==> src/rtl/vga_frame_sniffer.sv <==
// rtl/vga_frame_sniffer.sv - passive VGA stream monitor: coordinate recovery, sync check, per-frame blue box stats
module vga_frame_sniffer #(
    parameter int H_ACTIVE    = 640,
    parameter int H_TOTAL     = 800,
    parameter int HS_START    = 656,
    parameter int V_ACTIVE    = 480,
    parameter int V_TOTAL     = 525,
    parameter int VS_START    = 490,
    parameter int SYNC_ACT    = 0,
    parameter int LOCK_FRAMES = 2
) (
    input  logic        CLK,
    input  logic        rst,
    input  logic        i_pix_stb,
    input  logic        i_hs,
    input  logic        i_vs,
    input  logic [3:0]  i_r,
    input  logic [3:0]  i_g,
    input  logic [3:0]  i_b,
    output logic [9:0]  o_x,
    output logic [9:0]  o_y,
    output logic        o_active,
    output logic        o_locked,
    output logic        o_sync_err,
    output logic        o_frame_done,
    output logic        o_box_valid,
    output logic [9:0]  o_bx1,
    output logic [9:0]  o_bx2,
    output logic [9:0]  o_by1,
    output logic [9:0]  o_by2,
    output logic [18:0] o_blue_cnt,
    output logic        o_overlap
);
    localparam logic [9:0] HT_LAST  = 10'(H_TOTAL - 1);
    localparam logic [9:0] VT_LAST  = 10'(V_TOTAL - 1);
    localparam logic [9:0] HS_X     = 10'(HS_START);
    localparam logic [9:0] VS_Y     = 10'(VS_START);
    localparam logic [9:0] HA       = 10'(H_ACTIVE);
    localparam logic [9:0] VA       = 10'(V_ACTIVE);
    localparam logic       SYNC_LVL = (SYNC_ACT != 0);
    localparam logic [3:0] LOCK_N   = 4'(LOCK_FRAMES);

    logic        hs_prev, vs_prev, hs_edge, vs_edge;
    logic [9:0]  pred_x, pred_y, cur_x, cur_y;
    logic        mismatch, blue_hit;
    logic [3:0]  clean_cnt, clean_cnt_next;
    logic        locked_next, seen_vs, dirty;
    logic [9:0]  acc_x1, acc_x2, acc_y1, acc_y2;
    logic [9:0]  nxt_x1, nxt_x2, nxt_y1, nxt_y2;
    logic [18:0] acc_cnt, nxt_cnt;
    logic        acc_found, acc_ov, nxt_found, nxt_ov;
    logic        unused_r;

    assign unused_r = ^i_r;
    assign hs_edge  = (i_hs == SYNC_LVL) && (hs_prev != SYNC_LVL);
    assign vs_edge  = (i_vs == SYNC_LVL) && (vs_prev != SYNC_LVL);

    // Free-running prediction, overridden by a sync edge; the row advances when x wraps to 0.
    always_comb begin
        pred_x = (o_x == HT_LAST) ? 10'd0 : o_x + 10'd1;
        cur_x  = hs_edge ? HS_X : pred_x;
        if (cur_x == 10'd0)
            pred_y = (o_y == VT_LAST) ? 10'd0 : o_y + 10'd1;
        else
            pred_y = o_y;
        cur_y    = vs_edge ? VS_Y : pred_y;
        mismatch = (hs_edge && (pred_x != HS_X)) || (vs_edge && (pred_y != VS_Y));
        blue_hit = (cur_x < HA) && (cur_y < VA) && (i_b != 4'd0);
    end

    // A frame is clean only if bounded by two vs edges with no mismatch in between.
    always_comb begin
        clean_cnt_next = clean_cnt;
        locked_next    = o_locked;
        if (mismatch) begin
            clean_cnt_next = 4'd0;
            locked_next    = 1'b0;
        end else if (vs_edge && seen_vs && !dirty) begin
            if (clean_cnt < LOCK_N)
                clean_cnt_next = clean_cnt + 4'd1;
            locked_next = (clean_cnt_next >= LOCK_N);
        end
    end

    // The vs-edge pixel itself starts the new frame's accumulation.
    always_comb begin
        nxt_x1    = vs_edge ? 10'h3FF : acc_x1;
        nxt_x2    = vs_edge ? 10'd0   : acc_x2;
        nxt_y1    = vs_edge ? 10'h3FF : acc_y1;
        nxt_y2    = vs_edge ? 10'd0   : acc_y2;
        nxt_cnt   = vs_edge ? 19'd0   : acc_cnt;
        nxt_found = vs_edge ? 1'b0    : acc_found;
        nxt_ov    = vs_edge ? 1'b0    : acc_ov;
        if (blue_hit) begin
            if (cur_x < nxt_x1) nxt_x1 = cur_x;
            if (cur_x > nxt_x2) nxt_x2 = cur_x;
            if (cur_y < nxt_y1) nxt_y1 = cur_y;
            if (cur_y > nxt_y2) nxt_y2 = cur_y;
            if (nxt_cnt != 19'h7FFFF)
                nxt_cnt = nxt_cnt + 19'd1;
            nxt_found = 1'b1;
            if (i_g != 4'd0)
                nxt_ov = 1'b1;
        end
    end

    always_ff @(posedge CLK) begin
        if (rst) begin
            o_x          <= HT_LAST;
            o_y          <= VT_LAST;
            hs_prev      <= ~SYNC_LVL;
            vs_prev      <= ~SYNC_LVL;
            o_active     <= 1'b0;
            o_locked     <= 1'b0;
            o_sync_err   <= 1'b0;
            o_frame_done <= 1'b0;
            o_box_valid  <= 1'b0;
            o_bx1        <= 10'd0;
            o_bx2        <= 10'd0;
            o_by1        <= 10'd0;
            o_by2        <= 10'd0;
            o_blue_cnt   <= 19'd0;
            o_overlap    <= 1'b0;
            clean_cnt    <= 4'd0;
            seen_vs      <= 1'b0;
            dirty        <= 1'b0;
            acc_x1       <= 10'h3FF;
            acc_x2       <= 10'd0;
            acc_y1       <= 10'h3FF;
            acc_y2       <= 10'd0;
            acc_cnt      <= 19'd0;
            acc_found    <= 1'b0;
            acc_ov       <= 1'b0;
        end else begin
            o_frame_done <= 1'b0;
            if (i_pix_stb) begin
                hs_prev   <= i_hs;
                vs_prev   <= i_vs;
                o_x       <= cur_x;
                o_y       <= cur_y;
                o_active  <= (cur_x < HA) && (cur_y < VA);
                clean_cnt <= clean_cnt_next;
                o_locked  <= locked_next;
                acc_x1    <= nxt_x1;
                acc_x2    <= nxt_x2;
                acc_y1    <= nxt_y1;
                acc_y2    <= nxt_y2;
                acc_cnt   <= nxt_cnt;
                acc_found <= nxt_found;
                acc_ov    <= nxt_ov;
                if (mismatch)
                    o_sync_err <= 1'b1;
                if (vs_edge) begin
                    seen_vs      <= 1'b1;
                    dirty        <= 1'b0;
                    o_frame_done <= 1'b1;
                    o_box_valid  <= acc_found && locked_next;
                    o_blue_cnt   <= acc_cnt;
                    o_overlap    <= acc_ov;
                    if (acc_found) begin
                        o_bx1 <= acc_x1;
                        o_bx2 <= acc_x2;
                        o_by1 <= acc_y1;
                        o_by2 <= acc_y2;
                    end
                end else if (mismatch) begin
                    dirty <= 1'b1;
                end
            end
        end
    end
endmodule
==> config.mk <==
export PLATFORM = sky130hd
export DESIGN_NAME = vga_frame_sniffer
export DESIGN_NICKNAME = d
export VERILOG_FILES = /design/src/rtl/vga_frame_sniffer.sv
export SDC_FILE = /design/constraint.sdc
export NUM_CORES = 1
export LEC_CHECK = 0
export ABC_CLOCK_PERIOD_IN_PS = 11850
export CAP_MARGIN = 20
export CORE_MARGIN = 3
export CORE_UTILIZATION = 45
export DETAILED_ROUTE_END_ITERATION = 16
export DONT_BUFFER_PORTS = 1
export PLACE_DENSITY_LB_ADDON = 0.3
export SETUP_SLACK_MARGIN = 0.1
export SYNTH_ARGS = -nofsm -noshare
export SYNTH_HDL_FRONTEND = slang
export SYNTH_SLANG_ARGS = --single-unit
export TNS_END_PERCENT = 10
==> constraint.sdc <==
create_clock -name CLK -period 11.85 [get_ports CLK]
set_clock_uncertainty 0.2 [all_clocks]
set_input_delay 2.37 -clock CLK [delete_from_list [all_inputs] [get_ports CLK]]
set_output_delay 2.37 -clock CLK [all_outputs]
set_load 0.1 [all_outputs]
==> reports/qor.csv <==
metric,value,unit
outcome,"complete, no violations",
finalCritPeriodShare,59.8,%
ioPinCount,102,
maxCapViolCount,0,
fillCellCount,1640,
cts_sinks,154,
vias,7019,
placed_cells,1190,
grt_max_degree,152,
synth_compound_area_share,19.7,%
path_max_fanout,9,
stdcell_count,1225,
htreeDepth,4,
cts_tree,done,
crit_type,primary input to register,
synth_xor_area_share,1.76,%
power.density,149,mW/mm²
yosysWarnings,0,
synthesis.area,0.00795,mm²
synth_seq_area_share,38.8,%
reg2regPathDepth,16,
slew_headroom,28.2,%
postCtsResizedCells,0,
crit_path_max_incr_delay,0.73,ns
p_total,1.31,mW
grtUsageTotal,20.6,%
postCtsSetupRepairBufs,0,
gp_congestion,0.863,
worst_pin_slew,1.08,ns
finalMaxSlewViolations,0,
num_antenna_cells,0,
drt_wl_total,20.3,mm
start_kind,primary input,
async_flop_share,0,%
muxShareOfSynthArea,1.16,%
min_path_type,register to register,
rsz0062_at_grt,false,
crit_chain,"nor2b_1, or3_1, or2_0, or2_1, nor2_1, a221oi_1, inv_1, ha_1, a21o_1, a21oi_1, o21ai_0, a21o_1, a2111oi_1, a2111o_1, o211ai_1, a21oi_1",
dr.pass1.iters,6,
ys_ff_latch,154,
syn_nets,1073,
clk_pin_slew,0.06,ns
cp_data_required_time,12.01,ns
power.leakage,3.18,nW
syn_area_per_cell,7.83,µm²
insertion_delay,0.43,ns
final_cell_mix,"190 x nand2_1, 154 x dfxtp_1, 110 x nor2_1, 109 x a21oi_1, 41 x ha_1",
syn2layout_area_growth,10.6,%
grt-ovfl-total,0,
whs_path_depth,2,
numCtsBuffers,17,
ff2ff_setup_slack,5.32,ns
ys_types,73,
io_buffers,0,
hpwl,13.6,mm
fp.dieW,139,µm
post-route-util,51.9,%
die_h,139,µm
setup_violations,0,
grt_pass1_vias,6386,
core-area,0.0169,mm²
cp.arrival,7.25,ns
worstReg2RegEnd,acc_y2[3],
min_period,7.09,ns
final.setup.tns,0,ns
synth-main-ff-cell,dfxtp_1,
min-delay-start,acc_ov,
place_area,0.00813,mm²
drc_errors,0,
nets,1050,
synthAdderAreaFrac,6.45,%
layout-drive-gt1-share,9.45,%
final_antenna_net_count,0,
yosys.area_share.simple,27.3,%
syn_inst,1015,
worstReg2RegStart,o_x[9],
antenna_found_initial,0,
worst_path_max_delay_cell,a221oi_1,
wl_per_cell,16.6,µm
drtIter0Drc,519,
start_util,46.9,%
finalInstanceArea,0.00879,mm²
die_area,0.0193,mm²
viasPerCell,5.73,
hold_path_end,o_overlap,
fmax,0.141,GHz
cp-end-kind,register,
ir_drop,0.111,mV
final_common_cell,nand2_1,
clockRootBuffer,clkbuf_16,
num_rows,47,
synth_top_family_by_area,simple AND/OR/NAND/NOR gates,
grt_pass1_wl,32.9,mm
cts_hold_buf,0,
hold_viol_final,0,
clock_path_buffers,2,
synth-edff-count,0,
[sequential cells by signal, indices dropped and copies added, names as in the netlist, 4 cells and up]
register    flops
acc_cnt        19
acc_x1         10
acc_x2         10
acc_y1         10
acc_y2         10
clean_cnt       4
o_blue_cnt     19
o_bx1          10
o_bx2          10
o_by1          10
o_by2          10
o_x            10
o_y            10
[layer usage]
layer | wire length [µm] | GRT usage [%]
met4 | 466 | 7.98
met5 | 0 | 0
met2 | 9400 | 33.0
met1 | 9110 | 26.6
met3 | 1360 | 5.59
[report_power, final]
part           switching [mW]  internal, mW
logic                   0.127        0.0576
registers              0.0250         0.531
clock network           0.227         0.347
total                   0.379         0.935
[kinds of logic after synthesis]
family,Yosys count
and+or+nand+nor,464
xor gates and xnor gates,16
DFF,154
buffers and inverters,95
adders and majority gates,41
muxes,9
AOI/OAI and AO/OA,236
[critical path, delay by kind of cell]
family                     cells  cell delay, ns
and+or+nand+nor                5            1.53
AOI/OAI and AO/OA              9            2.79
buffers and inverters          1            0.20
adders and majority gates      1            0.36
[cells in the mapped netlist, types with 8 or more instances]
library cell    n  area share [%]
clkbuf_1       59             2.8
o21ai_0        20             1.3
nor2b_1        14             1.1
dfxtp_1       154              39
ha_1           41             6.5
nand2b_1       13             1.0
xor2_1         10             1.1
or3_1           8            0.63
a211oi_1        9            0.85
o31ai_1        14             1.3
a31o_2          9            0.99
or2_2          12            0.94
a21o_1         11             1.0
inv_1          23             1.1
nor2_1        110             5.2
nand2_1       191             9.0
and3_1          9            0.71
nand4_1        18             1.4
a21oi_1       109             6.9
a2bb2oi_1       8            0.88
nor3_1         24             1.5
nand3_1        26             1.6
a211o_1         9            0.99
[cell type report]
type	instances	area (µm²)	share of cell area, %
Sequential cell	154	3080	35.1
Inverter	23	86.3	0.982
Multi-Input combinational cell	766	4480	51.0
Clock inverter	11	160	1.82
Tap cell	220	275	3.13
Clock buffer	21	460	5.24
Timing Repair Buffer	30	246	2.80
[how the worst max path moves through the flow]
stage               startpoint        end  slack, ns  depth (start not counted)
floorplan                 i_hs  acc_y1[2]       5.13                         18
global placement          i_hs  acc_y1[1]       4.47                         16
detailed placement        i_hs  acc_y2[3]       4.38                         16
CTS                       i_hs  acc_y2[3]       4.76                         16
global route              i_hs  acc_y2[2]       4.46                         16
finish                    i_hs  acc_y2[3]       4.76                         16
[through the flow]
| stage | worst slack (ns) | hold slack [ns] |
|---|---|---|
| finish | 4.76 | 0.248 |
| global route | 4.46 | 0.267 |
| CTS | 4.76 | 0.248 |
| detailed placement | 4.38 | 0.239 |
| global placement | 4.47 | 0.234 |
| floorplan | 5.13 | 0.228 |
Note: power is estimated with default switching activity, not from simulation.
